File: config.mk
export PLATFORM = sky130hd
export DESIGN_NAME = keypad_scanner
export DESIGN_NICKNAME = d
export VERILOG_FILES = /design/src/rtl/keypad_pkg.sv /design/src/rtl/scan_divider.sv /design/src/rtl/keypad_scanner.sv
export SDC_FILE = /design/constraint.sdc
export NUM_CORES = 1
export LEC_CHECK = 0
export ABC_AREA = 1
export BUFFER_PORTS_ARGS = -buffer_cell sky130_fd_sc_hd__clkbuf_2
export CAP_MARGIN = 20
export CELL_PAD_IN_SITES_DETAIL_PLACEMENT = 1
export CELL_PAD_IN_SITES_GLOBAL_PLACEMENT = 1
export CORE_AREA = 3 3 73 75
export DETAILED_ROUTE_END_ITERATION = 7
export DIE_AREA = 0 0 76 78
export PLACE_DENSITY_LB_ADDON = 0.1
export SETUP_SLACK_MARGIN = 0.1
export SLEW_MARGIN = 20
export SYNTH_ARGS = -nofsm -noshare
export SYNTH_HDL_FRONTEND = slang
export SYNTH_SLANG_ARGS = --single-unit
File: constraint.sdc
create_clock -name clk -period 1.55 [get_ports clk]
set_input_delay 0.31 -clock clk [delete_from_list [all_inputs] [get_ports clk]]
set_output_delay 0.31 -clock clk [all_outputs]
set_load 0.005 [all_outputs]
File: src/rtl/keypad_pkg.sv
// rtl/keypad_pkg.sv - shared keypad matrix constants, scan states and code helpers
package keypad_pkg;

  localparam int NUM_ROWS = 4;
  localparam int NUM_COLS = 4;
  localparam int ROW_W    = $clog2(NUM_ROWS);
  localparam int COL_W    = $clog2(NUM_COLS);

  typedef enum logic [1:0] {
    SCAN,
    DEBOUNCE,
    HELD
  } scan_state_t;

  function automatic logic [ROW_W+COL_W-1:0] key_code_of(input logic [ROW_W-1:0] row,
                                                         input logic [COL_W-1:0] col);
    return {row, col};
  endfunction

  // Active-low column lines: the lowest-index low bit wins when several keys share a row.
  function automatic logic [COL_W-1:0] lowest_low_col(input logic [NUM_COLS-1:0] c);
    logic [COL_W-1:0] idx;
    idx = '0;
    for (int i = NUM_COLS - 1; i >= 0; i--) begin
      if (!c[i]) idx = COL_W'(i);
    end
    return idx;
  endfunction

endpackage

File: src/rtl/scan_divider.sv
// rtl/scan_divider.sv - free-running divider producing a one-cycle scan tick every SCAN_DIV clocks
module scan_divider #(
  parameter int SCAN_DIV = 25000
) (
  input  logic clk,
  input  logic rst_n,
  output logic tick
);

  localparam int CW = (SCAN_DIV > 1) ? $clog2(SCAN_DIV) : 1;

  logic [CW-1:0] cnt;

  assign tick = (cnt == CW'(SCAN_DIV - 1));

  always_ff @(posedge clk or negedge rst_n) begin
    if (!rst_n) begin
      cnt <= '0;
    end else if (tick) begin
      cnt <= '0;
    end else begin
      cnt <= cnt + 1'b1;
    end
  end

endmodule

File: src/rtl/keypad_scanner.sv
// rtl/keypad_scanner.sv - 4x4 keypad row scanner with debounce and valid/ready key delivery
module keypad_scanner
  import keypad_pkg::*;
#(
  parameter int SCAN_DIV       = 25000,
  parameter int DEBOUNCE_SCANS = 4
) (
  input  logic                     clk,
  input  logic                     rst_n,
  input  logic [NUM_COLS-1:0]      cols,
  output logic [NUM_ROWS-1:0]      rows,
  output logic [ROW_W+COL_W-1:0]   key_code,
  output logic                     key_valid,
  input  logic                     key_ready,
  output logic                     key_overrun
);

  localparam int CNT_W = $clog2(DEBOUNCE_SCANS + 1);
  localparam logic [CNT_W-1:0] DEB_LAST = CNT_W'(DEBOUNCE_SCANS);

  logic                   tick;
  logic [NUM_COLS-1:0]    cols_meta;
  logic [NUM_COLS-1:0]    cols_s;

  scan_state_t            state, state_nxt;
  logic [ROW_W-1:0]       row_idx, row_nxt;
  logic [COL_W-1:0]       col_lat, col_nxt;
  logic [CNT_W-1:0]       deb_cnt, cnt_nxt;
  logic                   confirm;
  logic                   col_low;
  logic [ROW_W+COL_W-1:0] confirm_code;

  scan_divider #(
    .SCAN_DIV (SCAN_DIV)
  ) u_scan_divider (
    .clk   (clk),
    .rst_n (rst_n),
    .tick  (tick)
  );

  // cols is asynchronous to clk; only cols_s is ever looked at.
  always_ff @(posedge clk or negedge rst_n) begin
    if (!rst_n) begin
      cols_meta <= '1;
      cols_s    <= '1;
    end else begin
      cols_meta <= cols;
      cols_s    <= cols_meta;
    end
  end

  assign rows    = ~(NUM_ROWS'(1) << row_idx);
  assign col_low = !cols_s[col_lat];

  always_ff @(posedge clk or negedge rst_n) begin
    if (!rst_n) begin
      state   <= SCAN;
      row_idx <= '0;
      col_lat <= '0;
      deb_cnt <= '0;
    end else begin
      state   <= state_nxt;
      row_idx <= row_nxt;
      col_lat <= col_nxt;
      deb_cnt <= cnt_nxt;
    end
  end

  always_comb begin
    state_nxt = state;
    row_nxt   = row_idx;
    col_nxt   = col_lat;
    cnt_nxt   = deb_cnt;
    confirm   = 1'b0;
    if (tick) begin
      case (state)
        SCAN: begin
          if (cols_s == '1) begin
            row_nxt = row_idx + 1'b1;
          end else begin
            col_nxt = lowest_low_col(cols_s);
            if (DEBOUNCE_SCANS == 1) begin
              state_nxt = HELD;
              cnt_nxt   = '0;
              confirm   = 1'b1;
            end else begin
              state_nxt = DEBOUNCE;
              cnt_nxt   = CNT_W'(1);
            end
          end
        end
        DEBOUNCE: begin
          if (col_low) begin
            if (deb_cnt + 1'b1 == DEB_LAST) begin
              state_nxt = HELD;
              cnt_nxt   = '0;
              confirm   = 1'b1;
            end else begin
              cnt_nxt = deb_cnt + 1'b1;
            end
          end else begin
            state_nxt = SCAN;
            row_nxt   = row_idx + 1'b1;
            cnt_nxt   = '0;
          end
        end
        HELD: begin
          // Release must be seen on consecutive ticks; any low sample restarts the count.
          if (!col_low) begin
            if (deb_cnt + 1'b1 == DEB_LAST) begin
              state_nxt = SCAN;
              row_nxt   = row_idx + 1'b1;
              cnt_nxt   = '0;
            end else begin
              cnt_nxt = deb_cnt + 1'b1;
            end
          end else begin
            cnt_nxt = '0;
          end
        end
        default: begin
          state_nxt = SCAN;
          cnt_nxt   = '0;
        end
      endcase
    end
  end

  assign confirm_code = key_code_of(row_idx, col_nxt);

  // A confirmed key loads only if the slot is free or being emptied this cycle.
  always_ff @(posedge clk or negedge rst_n) begin
    if (!rst_n) begin
      key_code    <= '0;
      key_valid   <= 1'b0;
      key_overrun <= 1'b0;
    end else begin
      key_overrun <= 1'b0;
      if (confirm) begin
        if (!key_valid || key_ready) begin
          key_code  <= confirm_code;
          key_valid <= 1'b1;
        end else begin
          key_overrun <= 1'b1;
        end
      end else if (key_valid && key_ready) begin
        key_valid <= 1'b0;
      end
    end
  end

endmodule
Word-level counts from Yosys, hierarchy flattened

Cells that the tools add are included.

Output and inout port bits: 10
Bits of input ports: 7
Bits in registers: 38
Logic and storage cells: 74

Add/sub/neg operators: 3
Shifts and indexed selects: 1
Bitwise gates (word level): 1
Magnitude comparators: 1
Equal/unequal tests: 12
Reduce and logical (&&, ||, !) cells: 11
Multiplexer cells: 35

Operator list:

| cell                  | number |
|---|---|
| $mux 2                | 16 |
| $add 15x1->15 const B | 1 |
| $eq 15x15->1 const B  | 1 |
| $mux 15               | 1 |
| $mux 3                | 4 |
| $pmux 2 s3            | 2 |
| $mux 1                | 10 |
| $ne 2x2->1 const B    | 5 |
| $pmux 3 s3            | 1 |
| $reduce_and 2->1      | 3 |
| $reduce_and 6->1      | 1 |
| $reduce_and 5->1      | 1 |
| $eq 4x4->1 const B    | 1 |
| $not 4->4             | 1 |
| $shl 1x2->4 const A   | 1 |
| $add 3x1->3 const B   | 1 |
| $eq 3x3->1 const B    | 1 |
| $lt 2x3->1 const B    | 1 |
| $ne 3x3->1 const B    | 1 |
| $reduce_bool 3->1     | 1 |
| $add 2x1->2 const B   | 1 |
| $bmux 1 s2            | 1 |
| $eq 2x1->1 const B    | 1 |
| $eq 2x2->1 const B    | 1 |
| 6 further kinds       | 6 |

Logic depth before layout (Yosys ltp)

Depth in word-level cells: 8
Mapped depth: 11
Gate-level depth less buffers: 11

Cells and area by module

Synthesis repeated with hierarchy kept, for this count alone.

Cells, all modules: 265
Area, all modules: 2,072.0 µm²

By module, submodules not included:

| module         | instances | sequential area each (µm²) | cells each | area each (µm²) |
|---|---|---|---|---|
| keypad_scanner | 1         | 585.6                      | 136        | 1,172.4 |
| scan_divider   | 1         | 375.4                      | 129        | 899.6 |

Worst setup path after synthesis

No wires, ideal clock.

Path kind: reg2reg
Start: register deb_cnt[0]
End: register key_code[2]
Path buffers: 0
Cell stages (with the launch flop): 10
Library setup time: 117 ps
Period minus slack after synthesis: 1,376 ps
Path slack: 174 ps
Data arrival time: 1,259 ps
Data required time: 1,433 ps
Cells stage by stage: dfrtp_1 -> ha_1 -> nand2_1 -> nand3_1 -> inv_1 -> nand3_1 -> nor2_1 -> nand2_1 -> nand2_1 -> nand2_1

Cells in the longest elaborated chain, start to end: 7

Ends and longest elaborated chain:

| element                    | line                  | source |
|---|---|---|
| start: declaration         | keypad_scanner.sv:28  | `logic [CNT_W-1:0] deb_cnt, cnt_nxt;` |
| start signal: assignment   | keypad_scanner.sv:65  | `deb_cnt <= cnt_nxt;` |
| $add 3x1->3                | keypad_scanner.sv:94  | `if (deb_cnt + 1'b1 == DEB_LAST) begin` |
| $eq 3x3->1                 | keypad_scanner.sv:94  |  |
| $mux 1                     | keypad_scanner.sv:94  |  |
| $mux 1                     | keypad_scanner.sv:93  | `if (col_low) begin` |
| $mux 1                     | keypad_scanner.sv:76  | `case (state)` |
| $mux 1                     | keypad_scanner.sv:75  | `if (tick) begin` |
| $reduce_and 2->1 (no line) | -                     |  |
| end signal: assignment     | keypad_scanner.sv:141 | `key_code <= confirm_code;` |
| end: declaration           | keypad_scanner.sv:12  | `output logic [ROW_W+COL_W-1:0] key_code,` |

No other way between the ends.
A chain may end at the register's enable or synchronous reset.

Worst setup path after layout

Start: register u_scan_divider.cnt[0]
End: register state[1]

Cells in the longest elaborated chain, start to end: 2

Ends and longest elaborated chain:

| element                    | line                 | source |
|---|---|---|
| start: declaration         | scan_divider.sv:12   | `logic [CW-1:0] cnt;` |
| start signal: assignment   | scan_divider.sv:22   | `cnt <= cnt + 1'b1;` |
| $eq 15x15->1               | scan_divider.sv:14   | `assign tick = (cnt == CW'(SCAN_DIV - 1));` |
| $reduce_and 5->1 (no line) | -                    |  |
| end signal: assignment     | keypad_scanner.sv:62 | `state <= state_nxt;` |
| end: declaration           | keypad_scanner.sv:25 | `scan_state_t state, state_nxt;` |

No other way between the ends.

==> flow_summary.json <==
{
  "status": "finished with violations",
  "violations": "DRC",
  "fp.dieW_um": 76,
  "top_layer_used": "met4",
  "path_cells": "ha_4, nand2_4, inv_2, nand2_2, nor2_4, nand2_4, nor2_8, nand2_4, nand2_1, o21ai_1",
  "fmax_ghz": 0.6581,
  "synth_fp_nets": 280,
  "power_frac_clock": 0.452,
  "worst-setup-path-type": "flop to flop",
  "seq_area_um2": 964.7,
  "seq_power_share": 0.521,
  "path_common_cell": "nand2_4",
  "whs_ns": 0.05147,
  "portBuffers": 16,
  "maxSlewHeadroom": 0.6759,
  "clkTransAtPathRegs_ns": 0.08,
  "worstHoldPathType": "input pin to async pin",
  "first_pass_iters": 6,
  "gp_congestion": 0.8422,
  "drt-total-wl_um": 5390,
  "post_dp_cell_area_um2": 2313,
  "synthFlopType": "dfrtp_1",
  "critPathMaxFanout": 6,
  "initial_utilization": 0.4424,
  "powerDensity_nw_per_um2": 701.4,
  "p_sw_uw": 399.3,
  "fin_crit_ns": 1.519,
  "wl_met3_um": 176,
  "pin_count": 17,
  "startpoint_type": "flop",
  "drt-initial-drc-count": 38,
  "grt_max_degree": 39,
  "design.die.area_um2": 5928,
  "p_leak_nw": 1.433,
  "grt_pass1_vias": 1881,
  "routedWlPerCell_um": 14.04,
  "synth_commonest_cells": "72 x nand2_1, 48 x inv_1, 30 x dfrtp_1, 27 x nor2_1, 26 x nand3_1",
  "synth_edf_count": 0,
  "dpl.cell_count": 357,
  "num_antenna_cells": 0,
  "clockBufferDepth": 2,
  "cts_sinks": 38,
  "postSynthCellCount": 266,
  "cap_violations": 0,
  "dpl.hpwl_um": 3595,
  "netSwitchingFraction": 0.2047,
  "yosys.area.top_type": "dfrtp_1",
  "synth_cell_types": 23,
  "grt_overflow": 0,
  "area_growth_pct": 33.11,
  "combPwrFrac": 0.026,
  "setup_violations": 0,
  "core_um2": 4723,
  "ys_ff_latch": 38,
  "clk_latency_ns": 0.29,
  "std_cell_rows": 25,
  "finalInstanceArea_um2": 2781,
  "slowest_stage": "dfrtp_1",
  "die_y_um": 78,
  "yosysSeqAreaShare": 0.4599,
  "cp-end-kind": "flop",
  "final_hold_viol_count": 0,
  "instances_no_fill": 384,
  "nets": 330,
  "yosysMostFrequentCell": "nand2_1",
  "grt_pass1_wl_um": 8769,
  "cts_tree": "yes",
  "report.final.slew_viol_count": 0,
  "finalCritPeriodShare": 0.9803,
  "h-tree-depth": 2,
  "vias": 1833,
  "cts_hold_buf": 0,
  "grt_use_total": 0.1872,
  "met2WireLength_um": 2745,
  "multi_input_area_um2": 1125,
  "ys_top_cells_by_area": "dfrtp_1 36%, nand2_1 13%, dfstp_2 10%",
  "synth_area_um2": 2090,
  "crit_arrival_ns": 1.70,
  "grt_setup_unrepaired": "true",
  "synth_warnings": 0,
  "drive_gt1_frac": 0.4069,
  "p_int_mw": 1.551,
  "slowest_delay_ns": 0.40,
  "antenna_found_initial": 0,
  "irDropWorstVdd_uv": 548.5,
  "tightest_slew_ns": 0.4861,
  "cts-root-buf": "clkbuf_8",
  "vias_per_cell": 4.773,
  "ys_async_sr_fraction": 1.000,
  "fin_skew_ns": 0.01119,
  "fillers": 572,
  "m1WireLength_um": 2438,
  "drc": 2,
  "required_ns": 1.73,
  "cts_made_buffers": 5,
  "synth_top_area_share": 0.3593,
  "drt.antenna.violating_nets": 0,
  "synth.avg_cell_area_um2": 7.855
}
-- power groups by stage --
stage	combinational, mW	sequential (mW)	clock (mW)
CTS	0.0464	1.02	0.909
detailed placement	0.0467	1.04	0
floorplan	0.0138	1.03	0
global placement	0.0450	1.03	0
global route	0.0597	1.02	0.965
finish	0.0514	1.02	0.882
-- worst paths after layout --
path / start / to / slack (ns) / cells after the start
min: rst_n / u_scan_divider.cnt[10]$_DFF_PN0_ / 0.05 / 2
min reg2reg: cols_meta[2]$_DFF_PN1_ / cols_s[2]$_DFF_PN1_ / 0.35 / 0
max in group asynchronous: rst_n / cols_meta[2]$_DFF_PN1_ / 1.12 / 2
min in group clk: cols[0] / cols_meta[0]$_DFF_PN1_ / 0.09 / 1
max: u_scan_divider.cnt[0]$_DFF_PN0_ / state[1]$_DFFE_PN0P_ / 0.03 / 10
max reg2reg: u_scan_divider.cnt[0]$_DFF_PN0_ / state[1]$_DFFE_PN0P_ / 0.03 / 10
-- layer usage --
layer | vias up | GRT usage
li1 | 906 | -
met5 | - | 0
met2 | 21 | 0.3156
met4 | 0 | 0.05254
met1 | 904 | 0.2303
met3 | 2 | 0.06148
-- per-stage QoR --
step	worst slack [ns]	setup TNS, ns	util	total power, mW
final	0.03051	0	0.5889	1.951
after CTS	0.05289	0	0.5303	1.972
after global routing	-0.1132	-0.8789	0.5889	2.043
after floorplan	0.1745	0	-	1.048
after global placement	0.02074	0	0.4898	1.080
after detailed placement	-0.05807	-0.2022	0.4898	1.082
-- registers in the layout, indices dropped and copies added (netlist names) --
register	flops
col_lat	2
u_scan_divider.cnt	15
state	2
cols_s	4
key_code	4
cols_meta	4
key_valid	1
key_overrun	1
row_idx	2
deb_cnt	3
-- critical path: cells and delay by family (launching register included) --
family	cells	cell delay [ns]
AO/OA/AOI/OAI	1	0.05
AND/OR/NAND/NOR	7	0.73
flip-flops	1	0.40
adder cells (fa/ha/maj)	1	0.18
buffers and inverters	1	0.07
-- final cells by class --
cell class	instances	share of cell area
Sequential cell	38	0.3468
Clock inverter	1	0.01080
Clock buffer	7	0.03104
Multi-Input combinational cell	178	0.4044
Inverter	50	0.07108
Tap cell	67	0.03014
Timing Repair Buffer	43	0.1057
-- cells by family after synthesis --
group	count (synthesis)	share of synthesized area
compound gates	13	0.03413
simple gates	154	0.3575
buf+inv	50	0.08982
xor+xnor	4	0.01676
fa+ha+maj	7	0.04191
flops	38	0.4599
-- cells in the final DEF, fill, tap and decap left out, drive strengths merged --
cell / n
clkbuf: 23
nand3: 28
inv: 50
buf: 27
nor3: 6
nand2: 80
ha: 7
dfrtp: 30
xor2: 4
dfstp: 8
nand4: 2
o21bai: 1
nor2: 38
bufinv: 1
a21oi: 5
o21ai: 7
-- what timing repair did --
item,CTS,global route
pin swaps,3,19
setup buffers,5,14
resized for setup,11,57
endpoints found under the setup margin,18,31
No activity file was read; power rests on OpenSTA's default activity.
